File: config.mk
export PLATFORM = sky130hd
export DESIGN_NAME = oneway_up_fifo
export DESIGN_NICKNAME = d
export VERILOG_FILES = /design/src/rtl/oneway_up_fifo.sv
export SDC_FILE = /design/constraint.sdc
export NUM_CORES = 1
export LEC_CHECK = 0
export CAP_MARGIN = 40
export CORE_ASPECT_RATIO = 0.75
export CORE_MARGIN = 3
export CORE_UTILIZATION = 35
export CTS_CLUSTER_SIZE = 25
export DETAILED_ROUTE_END_ITERATION = 12
export MAX_ROUTING_LAYER = met4
export PLACE_DENSITY = 0.55
export SLEW_MARGIN = 5
export SYNTH_ARGS = -nofsm -noshare
export SYNTH_HDL_FRONTEND = slang
export SYNTH_SLANG_ARGS = --single-unit
File: constraint.sdc
create_clock -name clk -period 2.4 [get_ports clk]
set_clock_uncertainty 0.2 [all_clocks]
set_input_delay 0.48 -clock clk [delete_from_list [all_inputs] [get_ports clk]]
set_output_delay 0.48 -clock clk [all_outputs]
set_load 0.01 [all_outputs]
File: src/rtl/oneway_up_fifo.sv
// oneway_up_fifo: one-way buffered channel from an L1 writer to an L2 reader.
// The writer never stalls and gets no feedback from the reader side. A word
// that arrives while the FIFO is full is dropped, and only the L2-side
// drop_cnt records it. wr_seq depends on wr_valid alone, so nothing the L1
// side can observe is influenced by rd_ready or by occupancy.
module oneway_up_fifo #(
  parameter int DW    = 2,
  parameter int DEPTH = 4,
  parameter int AW    = 2,
  parameter int CW    = 8
) (
  input  logic          clk,
  input  logic          rst,
  input  logic          wr_valid,
  input  logic [DW-1:0] wr_data,
  output logic [CW-1:0] wr_seq,
  input  logic          rd_ready,
  output logic          rd_valid,
  output logic [DW-1:0] rd_data,
  output logic [AW:0]   count,
  output logic [CW-1:0] drop_cnt
);

  localparam logic [AW:0] FULL_CNT = (AW+1)'(DEPTH);

  logic [DW-1:0] mem [DEPTH];
  logic [AW-1:0] wr_ptr;
  logic [AW-1:0] rd_ptr;
  logic          pop;
  logic          push;
  logic          drop;

  // Show-ahead read port driven from registered state only (no write bypass).
  assign rd_valid = (count != '0);
  assign rd_data  = mem[rd_ptr];

  // A pop frees a slot in the same cycle, so a full FIFO still accepts a word
  // if the head is leaving.
  assign pop  = rd_valid & rd_ready;
  assign push = wr_valid & ((count < FULL_CNT) | pop);
  assign drop = wr_valid & (count == FULL_CNT) & ~pop;

  // Storage: written on push only. Contents are not cleared by reset.
  always_ff @(posedge clk) begin
    if (push && !rst) begin
      mem[wr_ptr] <= wr_data;
    end
  end

  // Pointer and occupancy update. Reset takes priority over push and pop.
  always_ff @(posedge clk) begin
    if (rst) begin
      wr_ptr <= '0;
      rd_ptr <= '0;
      count  <= '0;
    end else begin
      if (push) begin
        wr_ptr <= wr_ptr + 1'b1;
      end
      if (pop) begin
        rd_ptr <= rd_ptr + 1'b1;
      end
      case ({push, pop})
        2'b10:   count <= count + 1'b1;
        2'b01:   count <= count - 1'b1;
        default: count <= count;
      endcase
    end
  end

  // Overflow counter, saturating so it never wraps back to a small value.
  always_ff @(posedge clk) begin
    if (rst) begin
      drop_cnt <= '0;
    end else if (drop && (drop_cnt != '1)) begin
      drop_cnt <= drop_cnt + 1'b1;
    end
  end

  // Writer-side sequence counter. It depends only on wr_valid and wraps.
  always_ff @(posedge clk) begin
    if (rst) begin
      wr_seq <= '0;
    end else if (wr_valid) begin
      wr_seq <= wr_seq + 1'b1;
    end
  end

endmodule

==> impl_metrics.tcl <==
set metrics [dict create \
    status "completed" \
    grt_pass1_wl_um 5240 \
    dieArea_sq_mm 0.00508 \
    grt_max_degree 15 \
    period_share 0.950 \
    r2r-end "count[2]$_SDFFE_PP0P_" \
    clkSlewWorstSetupHoldPaths_ns 0.06 \
    regToRegStartpoint "count[2]$_SDFFE_PP0P_" \
    end_kind "output pin" \
    ys_seq_area_frac 0.497 \
    antenna_cells 0 \
    firstDrtPassIters 4 \
    r2r_slack_ns 0.22 \
    max_slew_margin 0.773 \
    wl_per_cell_um 12.8 \
    crit_type "reg2out" \
    ioPinCount 28 \
    hold_viol_final 0 \
    cts_tree "done" \
    peakVddDrop_uv 362 \
    holdCritPathClass "reg2reg" \
    synth-seq-cells 33 \
    h-tree-depth 2 \
    crit_path_start_kind "flop" \
    vias 1178 \
    rsz0062_at_grt "no" \
    dp_hpwl_um 2240 \
    holdCritStartpoint "wr_seq[5]$_SDFFE_PP0P_" \
    dpl_cell_area_sq_mm 0.00188 \
    cap_violations 0 \
    setup_viol 0 \
    ant_nets 0 \
    die_w_um 81.3 \
    layout.nets 197 \
    yosys_warnings 0 \
    rows 19 \
    r2r_cells 8 \
    hold_slack_ns 0.303 \
    topRoutingLayerUsed "met4" \
    initial_core_util 0.385 \
    final_core_util 0.509 \
    crit_arrival_ns 1.60 \
    area_growth_pct 32.4 \
    place_congestion 0.850 \
    postSynthAreaPerCell_sq_um 10.4 \
    fmax_ghz 0.438 \
    coreArea_sq_mm 0.00387 \
    track_usage 0.136 \
    finalSetupTns_ns 0 \
    antenna_found_initial 0 \
    numPortBuffers 27 \
    power.total_mw 1.49 \
    grt_overflow 0 \
    syn_nets 157 \
    hold_buffers 0 \
    min_to "wr_seq[5]$_SDFFE_PP0P_" \
    min_path_cells 2 \
    leakagePower_nw 0.748 \
    chipHeight_um 62.5 \
    clk-insertion-delay-late_ns 0.27 \
    p_per_area_mw_per_mm2 756 \
    clock-sinks 33 \
    drtIter0Drc 59 \
    cp_data_required_time_ns 1.72 \
    met3WireLength_um 116 \
    stdcell_area_sq_mm 0.00197 \
    drive_above_1_share 0.130 \
    ys_types 34 \
    worstMarginPinSlew_ns 0.340 \
    numCtsBuffers 5 \
    m1WireLength_um 1460 \
    grt_pass1_vias 1158 \
    wl_um 3010 \
    period_minus_slack_ns 2.28 \
    synthCells 143 \
    clockBufferDepth 2 \
    cp_max_fo 2 \
    root_buffer "clkbuf_8" \
    slew_violations 0 \
    netlist_area_sq_mm 0.00149 \
    routed-wl-met2_um 1400 \
    viasPerCell 4.99 \
    drc_errors 0 \
]
## layout make-up
class | count | area [sq um]
Clock buffer | 7 | 76.3
Clock inverter | 1 | 5.00
Fill cell | 366 | 1900
Inverter | 7 | 26.3
Multi-Input combinational cell | 99 | 711
Sequential cell | 33 | 742
Tap cell | 52 | 65.1
Timing Repair Buffer | 37 | 348
## logic make-up (layout without fill, tap and decap cells)
family,count (synthesis),count (layout),share of synthesized area
AND/OR/NAND/NOR,56,56,0.205
flip-flops,33,33,0.497
AO/OA/AOI/OAI,17,17,0.0680
XOR/XNOR,11,11,0.0647
buffers and inverters,11,52,0.0285
adder cells (fa/ha/maj),8,8,0.0722
multiplexers,7,7,0.0646
## cell usage in the layout, fill, tap and decap left out, types with 2 or more instances in the layout
cell type / synthesis / routed
and3_1: 5 / 5
edfxtp_1: 8 / 8
buf_4: 0 / 10
nand2_1: 5 / 5
mux2i_1: 4 / 4
a21oi_1: 6 / 6
clkdlybuf4s50_1: 0 / 26
ha_1: 7 / 7
xnor2_1: 3 / 3
nand4_1: 6 / 6
and2_1: 4 / 4
dfxtp_1: 25 / 24
nor2_1: 21 / 21
o21ai_0: 5 / 5
nand3_1: 4 / 4
clkbuf_8: 0 / 5
inv_1: 7 / 7
clkbuf_1: 3 / 2
or3_1: 4 / 4
xor2_1: 8 / 8
mux4_2: 2 / 2
## layer usage
layer	GRT usage	up-vias
met4	0.0443	0
li1	-	584
met5	-	-
met3	0.0346	4
met2	0.203	23
met1	0.179	567
## Yosys cell counts, drive strengths merged
cell type,instances,area share
mux2i,4,0.027
edfxtp,8,0.16
nor3b,1,0.0050
ha,7,0.059
nor2,21,0.053
mux2,1,0.0076
nand2,5,0.013
or3,4,0.017
buf,1,0.0034
a31oi,1,0.0042
a311oi,1,0.0059
a41oi,1,0.0059
o211ai,1,0.0050
inv,7,0.018
nor4b,1,0.016
nor2b,1,0.0042
xnor2,3,0.018
and2,4,0.017
o31a,1,0.0067
nand3b,1,0.0050
dfxtp,25,0.34
mux4,2,0.030
fa,1,0.013
and3,5,0.021
xor2,8,0.047
nor3,1,0.0034
nand3,4,0.013
clkbuf,3,0.0076
nand4,6,0.025
and4,2,0.013
o21ai,6,0.020
a21oi,6,0.020
## worst max path at each step
stage	startpoint	end	slack, ns	cells after the start
after detailed placement	rd_ready	count[2]$_SDFFE_PP0P_	-0.23	8
final	flop	rd_data[0]	0.12	2
after global placement	rd_ready	count[2]$_SDFFE_PP0P_	-0.16	8
after floorplan	wr_valid	count[2]$_SDFFE_PP0P_	0.09	8
after CTS	flop	rd_data[0]	0.04	2
after global routing	wr_valid	count[2]$_SDFFE_PP0P_	0.04	8
## what timing repair did
| item | in CTS | in global routing |
|---|---|---|
| gates resized for setup | 0 | 3 |
| buffers inserted | 0 | 0 |
| setup endpoints to repair | 0 | 3 |
## metrics by stage
step	instances	setup slack, ns
after floorplan	143	0.0870
after global placement	228	-0.163
after detailed placement	228	-0.232
after CTS	236	0.0424
after global routing	236	0.0381
final	236	0.119
## critical path: stages, from the launching register on
cell and delay [ns]:
dfxtp_2 0.35, mux4_2 0.49, clkdlybuf4s50_1 0.49
## state kept, by name (all words and copies together), names as in the netlist, named ones only
| name | count |
|---|---|
| count | 3 |
| drop_cnt | 8 |
| mem | 8 |
| rd_ptr | 2 |
| wr_ptr | 2 |
| wr_seq | 8 |
## where the power goes
part	leakage (nW)	switching (mW)	internal, mW
sequential	0.276	0.0633	0.629
combinational	0.430	0.178	0.236
clock	0.0422	0.184	0.203
total	0.748	0.425	1.07
(Power assumes the default switching activity.)
